### src/rtl/pipe_stage_skid.sv
// Inter-stage pipeline register with a valid/ready handshake and a two-entry
// skid buffer. up_ready depends only on registered state and the global
// enables, so it does not combinationally follow dn_ready. An empty stage
// presents NOP_VAL downstream. A saturating counter records bubble cycles.
module pipe_stage_skid #(
    parameter int                 DATA_W  = 64,
    parameter logic [DATA_W-1:0]  NOP_VAL = '0,
    parameter int                 CNT_W   = 16
) (
    input  logic              clk_in,
    input  logic              rst_in,
    input  logic              rdy_in,
    input  logic              stall,
    input  logic              clear,
    input  logic              up_valid,
    output logic              up_ready,
    input  logic [DATA_W-1:0] up_data,
    output logic              dn_valid,
    input  logic              dn_ready,
    output logic [DATA_W-1:0] dn_data,
    output logic [CNT_W-1:0]  bubble_cnt
);

    // The state encoding is {main_v, skid_v}. ILLEGAL (0,1) must never be
    // reached: the skid entry is only filled while the main entry is occupied.
    typedef enum logic [1:0] {
        EMPTY   = 2'b00,
        ILLEGAL = 2'b01,
        ONE     = 2'b10,
        FULL    = 2'b11
    } state_t;

    state_t              state_reg, state_next;
    logic [DATA_W-1:0]   main_d_reg, main_d_next;
    logic [DATA_W-1:0]   skid_d_reg, skid_d_next;
    logic [CNT_W-1:0]    cnt_reg, cnt_next;

    logic en;
    logic main_v;
    logic skid_v;
    logic up_fire;
    logic dn_fire;

    assign en       = rdy_in & ~stall;
    assign main_v   = state_reg[1];
    assign skid_v   = state_reg[0];
    assign up_ready = en & ~clear & ~skid_v;
    assign up_fire  = up_valid & up_ready;
    assign dn_fire  = main_v & dn_ready & en;

    assign dn_valid   = main_v;
    assign dn_data    = main_d_reg;
    assign bubble_cnt = cnt_reg;

    // Next-state logic. Clear has priority over the enable; when the enable
    // is low, everything holds.
    always_comb begin
        state_next  = state_reg;
        main_d_next = main_d_reg;
        skid_d_next = skid_d_reg;
        cnt_next    = cnt_reg;

        if (clear) begin
            state_next  = EMPTY;
            main_d_next = NOP_VAL;
            skid_d_next = NOP_VAL;
        end else if (en) begin
            case (state_reg)
                EMPTY: begin
                    if (up_fire) begin
                        state_next  = ONE;
                        main_d_next = up_data;
                    end
                end
                ONE: begin
                    if (dn_fire && up_fire) begin
                        main_d_next = up_data;
                    end else if (dn_fire) begin
                        state_next  = EMPTY;
                        main_d_next = NOP_VAL;
                    end else if (up_fire) begin
                        state_next  = FULL;
                        skid_d_next = up_data;
                    end
                end
                FULL: begin
                    if (dn_fire) begin
                        state_next  = ONE;
                        main_d_next = skid_d_reg;
                        skid_d_next = NOP_VAL;
                    end
                end
                default: begin
                    // Unreachable encoding: recover to a clean empty stage.
                    state_next  = EMPTY;
                    main_d_next = NOP_VAL;
                    skid_d_next = NOP_VAL;
                end
            endcase
        end

        // A bubble is an enabled, non-clearing cycle in which nothing is
        // presented downstream. The counter sticks at all-ones.
        if (en && !main_v && !clear && (cnt_reg != {CNT_W{1'b1}})) begin
            cnt_next = cnt_reg + CNT_W'(1);
        end
    end

    // State and storage registers. Reset discards any in-flight beats at once.
    always_ff @(posedge clk_in or posedge rst_in) begin
        if (rst_in) begin
            state_reg  <= EMPTY;
            main_d_reg <= NOP_VAL;
            skid_d_reg <= NOP_VAL;
            cnt_reg    <= '0;
        end else begin
            state_reg  <= state_next;
            main_d_reg <= main_d_next;
            skid_d_reg <= skid_d_next;
            cnt_reg    <= cnt_next;
        end
    end

    // The skid entry is never valid without the main entry.
    a_no_illegal_state: assert property (@(posedge clk_in) disable iff (rst_in)
        state_reg != ILLEGAL);

endmodule

### config.mk
export PLATFORM = sky130hd
export DESIGN_NAME = pipe_stage_skid
export DESIGN_NICKNAME = d
export VERILOG_FILES = /design/src/rtl/pipe_stage_skid.sv
export SDC_FILE = /design/constraint.sdc
export NUM_CORES = 1
export LEC_CHECK = 0
export CORE_MARGIN = 4
export CORE_UTILIZATION = 27
export CTS_CLUSTER_DIAMETER = 150
export CTS_CLUSTER_SIZE = 30
export DETAILED_ROUTE_END_ITERATION = 8
export GPL_TIMING_DRIVEN = 0
export HOLD_SLACK_MARGIN = 0.1
export PLACE_DENSITY = 0.58
export REMOVE_ABC_BUFFERS = 1
export SYNTH_ARGS = -nofsm -noshare
export SYNTH_HDL_FRONTEND = slang
export SYNTH_SLANG_ARGS = --single-unit
### constraint.sdc
create_clock -name clk_in -period 6.35 [get_ports clk_in]
set_input_delay 0.9525 -clock clk_in [delete_from_list [all_inputs] [get_ports clk_in]]
set_output_delay 0.9525 -clock clk_in [all_outputs]
set_load 0.01 [all_outputs]
Word level (Yosys, flattened, before mapping)
Index checks and enable logic that the tools add are counted.
{ "word_totals": {"ff_bits": 146, "latch_bits": 0, "mem_bits_rw": 0, "rom_bits": 0, "input_bits": 71, "output_inout_bits": 82, "elab_cells": 56, "memories": 0} }
{ "classes": {"add_sub_neg": 1, "n_mul": 0, "n_div": 0, "n_lt_le_gt_ge": 0, "n_eq_ne": 11, "shifts": 0, "n_mux": 20, "n_bitwise": 9, "n_reduce_logical": 11} }
{ "op_table": {"columns": ["op", "count"], "rows": [
  ["$mux W64", 10],
  ["$pmux W64 S3", 2],
  ["$add A16 B1 Y16 const B", 1],
  ["$ne A16 B16 Y1 const B", 1],
  ["$ne A3 B3 Y1 const B", 5],
  ["$mux W2", 7],
  ["$ne A4 B4 Y1 const B", 2],
  ["$and A1 B1 Y1", 6],
  ["$pmux W2 S3", 1],
  ["$reduce_and A6 Y1", 1],
  ["$reduce_and A5 Y1", 1],
  ["$eq A2 B2 Y1 const B", 2],
  ["$logic_and A1 B1 Y1", 4],
  ["$reduce_and A4 Y1", 1],
  ["$not A1 Y1", 3],
  ["$logic_not A1 Y1", 2],
  ["$logic_not A2 Y1", 1],
  ["$ne A2 B2 Y1 const B", 1],
  ["$reduce_bool A2 Y1", 1]
]} }

Logic depth before layout (Yosys ltp)
{ "depth": {"ltp_word": 11, "depth_mapped": 8, "depth_no_buf": 6} }

Worst setup path after synthesis
Ideal clock, no wire load.
{ "synth_timing": {"path_type": "in2out", "startpoint": "input clear", "endpoint": "output up_ready", "arrival_time_ps": 1747, "t_required_ps": 5398, "slack_ps": 3650, "cell_stages": 3, "n_path_buf": 1, "cell_sequence": "buf_6 > or4b_4 > inv_2"} }
{ "synth_between": {"elab_chain_len": 3} }
{ "synth_rtl": {"columns": ["element", "line_no", "text"], "rows": [
  ["from (decl)", "14", "input logic clear,"],
  ["$not A1 Y1", "47", "assign up_ready = en & ~clear & ~skid_v;"],
  ["$and A1 B1 Y1 (2 in a row)", "47", null],
  ["to (decl)", "16", "output logic up_ready,"]
]} }
Every way passes these cells.

Worst setup path after layout
Ends and elaborated chain as after synthesis.

==> metrics <==
flops & latches, synth=146; antenna-violating nets left=0; actual slew at the worst max-slew pin=1.046 ns; vias per cell=5.432; largest cells by area after synthesis=dfrtp_1 (54%), o2bb2ai_1 (8.3%), a22oi_1 (7.1%), nand4_1 (6.5%), a21oi_1 (5.2%); CTS max path bufs=2; most frequent cells in the layout=clkdlybuf4s50_1 (151), dfrtp_1 (146), nand4_1 (70); Initial Utilization=0.2759; area post-placement=8691 µm²; grt ovf=0; VDD IR-drop max=159.7 µV; clk_lat worst skew=0.42 ns; first-pass GRT wire length=35.81 mm; cell count after synthesis=631; clock skew=0.01250 ns; # fillers=2413; Total Power=2337 µW; Worst Path Max Fanout=72; startpoint types=input pin; post-CTS sizing=0; Sink Count=146; kind of end point of the critical path=output port; Num CTS Buffers=17; post-synth top area share=0.5412; Final Hold Viols=0; Core Area=24460 µm²; min-delay worst type=flip-flop to flip-flop; DR pass1 iterations=5; CP max-delay cell=or4b_4; IO Count=153; Non-Filler Cell Area, Final=9291 µm²; post-synthesis cell type count=46; drt wl/cell=19.95 µm; NumNets Final=825; Max Fclk=269.8 MHz; PwrDens=251.6 nW/µm²; Seq/Total Area, Yosys=0.5412; Final HPWL DP=13.22 mm; largest net degree at the start of global routing=92; cts hold-fix bufs=0; final wirelength=21.67 mm; via count=5899; Slew Limit Headroom=0.3028; Setup Fix Bufs, Post-CTS=0; fraction of layout cells with a size suffix above 1=0.08399; post-synth top area cell=dfrtp_1; Yosys warning total=0; CTS tree=done; layout overhead on the synthesized area=37.65%; clk root buf=clkbuf_16; DRT iter0 DRCs=473; final setup violating endpoints=0; crit path kind=input pin to output port; RSZ-0062 raised after global routing=false; Final min period=3.706 ns; vias in the first global route=6239; CP max stage delay=0.69 ns; crit-path cells=buf_4 -> or4b_4 -> inv_2 -> clkdlybuf4s50_1; GRT Total Usage=0.1570; R2R Setup Slk=3.18 ns; Tcrit/Tclk final=0.5836; port bufs=152; area of the die=27590 µm²; row count=57; commonest non-fill, non-tap cell in the layout=clkdlybuf4s50_1; maxcap violations=0; Chip Height=166.1 µm; Netlist Area Pre-Place=6750 µm²; Antenna diodes=0; CP arrival=2.75 ns; Avg Inst Size Synth=10.70 µm²; clock-pin slew on the worst setup and hold paths=0.06 ns; status=complete, no violations; initial antenna violation count=0; DIE WIDTH=166.1 µm; drt drc=0; max-slew violations=0; Worst EP required=5.40 ns; H-tree levels=4; Leakage Power=0.003702 µW; Final GP Congestion=0.7986
[critical path, delay by kind of cell]
kind	cells	cell delay, ns
buffers and inverters	3	1.06
AND/OR/NAND/NOR	1	0.69
[metrics by stage]
stage          utilization  hold slack [ns]  cells  TNS [ns]  setup slack (ns)
5_1_grt             0.3798           0.5013   1086         0             2.565
4_1_cts             0.3798           0.4933   1086         0             2.653
2_1_floorplan            -           0.5078    563         0             1.110
3_3_place_gp        0.3413           0.4715   1039   -477.34            -2.744
6_report            0.3798           0.4849   1086         0             2.644
3_5_place_dp        0.3553           0.4724   1054         0             2.643
[layer usage]
| layer | up-vias | wire length, µm | track usage |
|---|---|---|---|
| met5 | - | 0 | 0 |
| li1 | 2695 | - | - |
| met3 | 13 | 1310 | 0.04523 |
| met1 | 2988 | 10440 | 0.2193 |
| met2 | 203 | 9732 | 0.2433 |
| met4 | 0 | 186 | 0.03515 |
[final timing paths]
path,to,startpoint,cells after the start
min in group asynchronous,dn_data[10],rst_in,2
worst max-delay path,up_ready,clear,4
worst min register to register,dn_data[30],dn_data[30],1
max in group asynchronous,dn_data[30],rst_in,3
worst min-delay path,dn_data[30],dn_data[30],1
worst max register to register,skid_d_reg[37],state_reg[1],6
[cell families after synthesis]
family | synth area share
flip-flops | 0.5412
multiplexers | 0.003336
XOR/XNOR | 0.01557
buffers and inverters | 0.05320
AO/OA/AOI/OAI | 0.2753
adder cells (fa/ha/maj) | 0.009268
AND/OR/NAND/NOR | 0.1021
[final cells by class]
class                      instances  area (µm²)  share of cell area
timing repair buffer             167        1788              0.1924
clock buffer                      18       429.2             0.04619
sequential                       146        3654              0.3932
clock inverter                    14       171.4             0.01845
multi-input combinational        409        2809              0.3023
tap                              324       405.4             0.04363
inverter                           8       35.03            0.003771
[cells in the mapped netlist (all sizes together)]
| master | n |
|---|---|
| a211o | 1 |
| a211oi | 2 |
| a21boi | 1 |
| a21oi | 70 |
| a22oi | 64 |
| a31oi | 2 |
| a41o | 1 |
| and3 | 1 |
| and4 | 1 |
| and4b | 1 |
| buf | 24 |
| clkbuf | 44 |
| dfrtp | 146 |
| ha | 5 |
| inv | 8 |
| mux2 | 2 |
| nand2 | 6 |
| nand2b | 1 |
| nand3 | 4 |
| nand4 | 70 |
| nand4b | 2 |
| nor2 | 9 |
| nor3 | 5 |
| nor4 | 3 |
| nor4b | 1 |
| o2111ai | 1 |
| o211a | 1 |
| o211ai | 2 |
| o21ai | 67 |
| o2bb2ai | 64 |
| o311ai | 2 |
| o31ai | 1 |
| or3 | 3 |
| or3b | 1 |
| or4 | 1 |
| or4b | 2 |
| xnor2 | 6 |
| xor2 | 6 |
[power by group]
group / total (µW) / switching, µW / internal [µW]
Clock: 1060 / 460 / 596
Combinational: 293 / 156 / 137
Sequential: 987 / 30.0 / 957
Note: power is estimated with default switching activity, not from simulation.
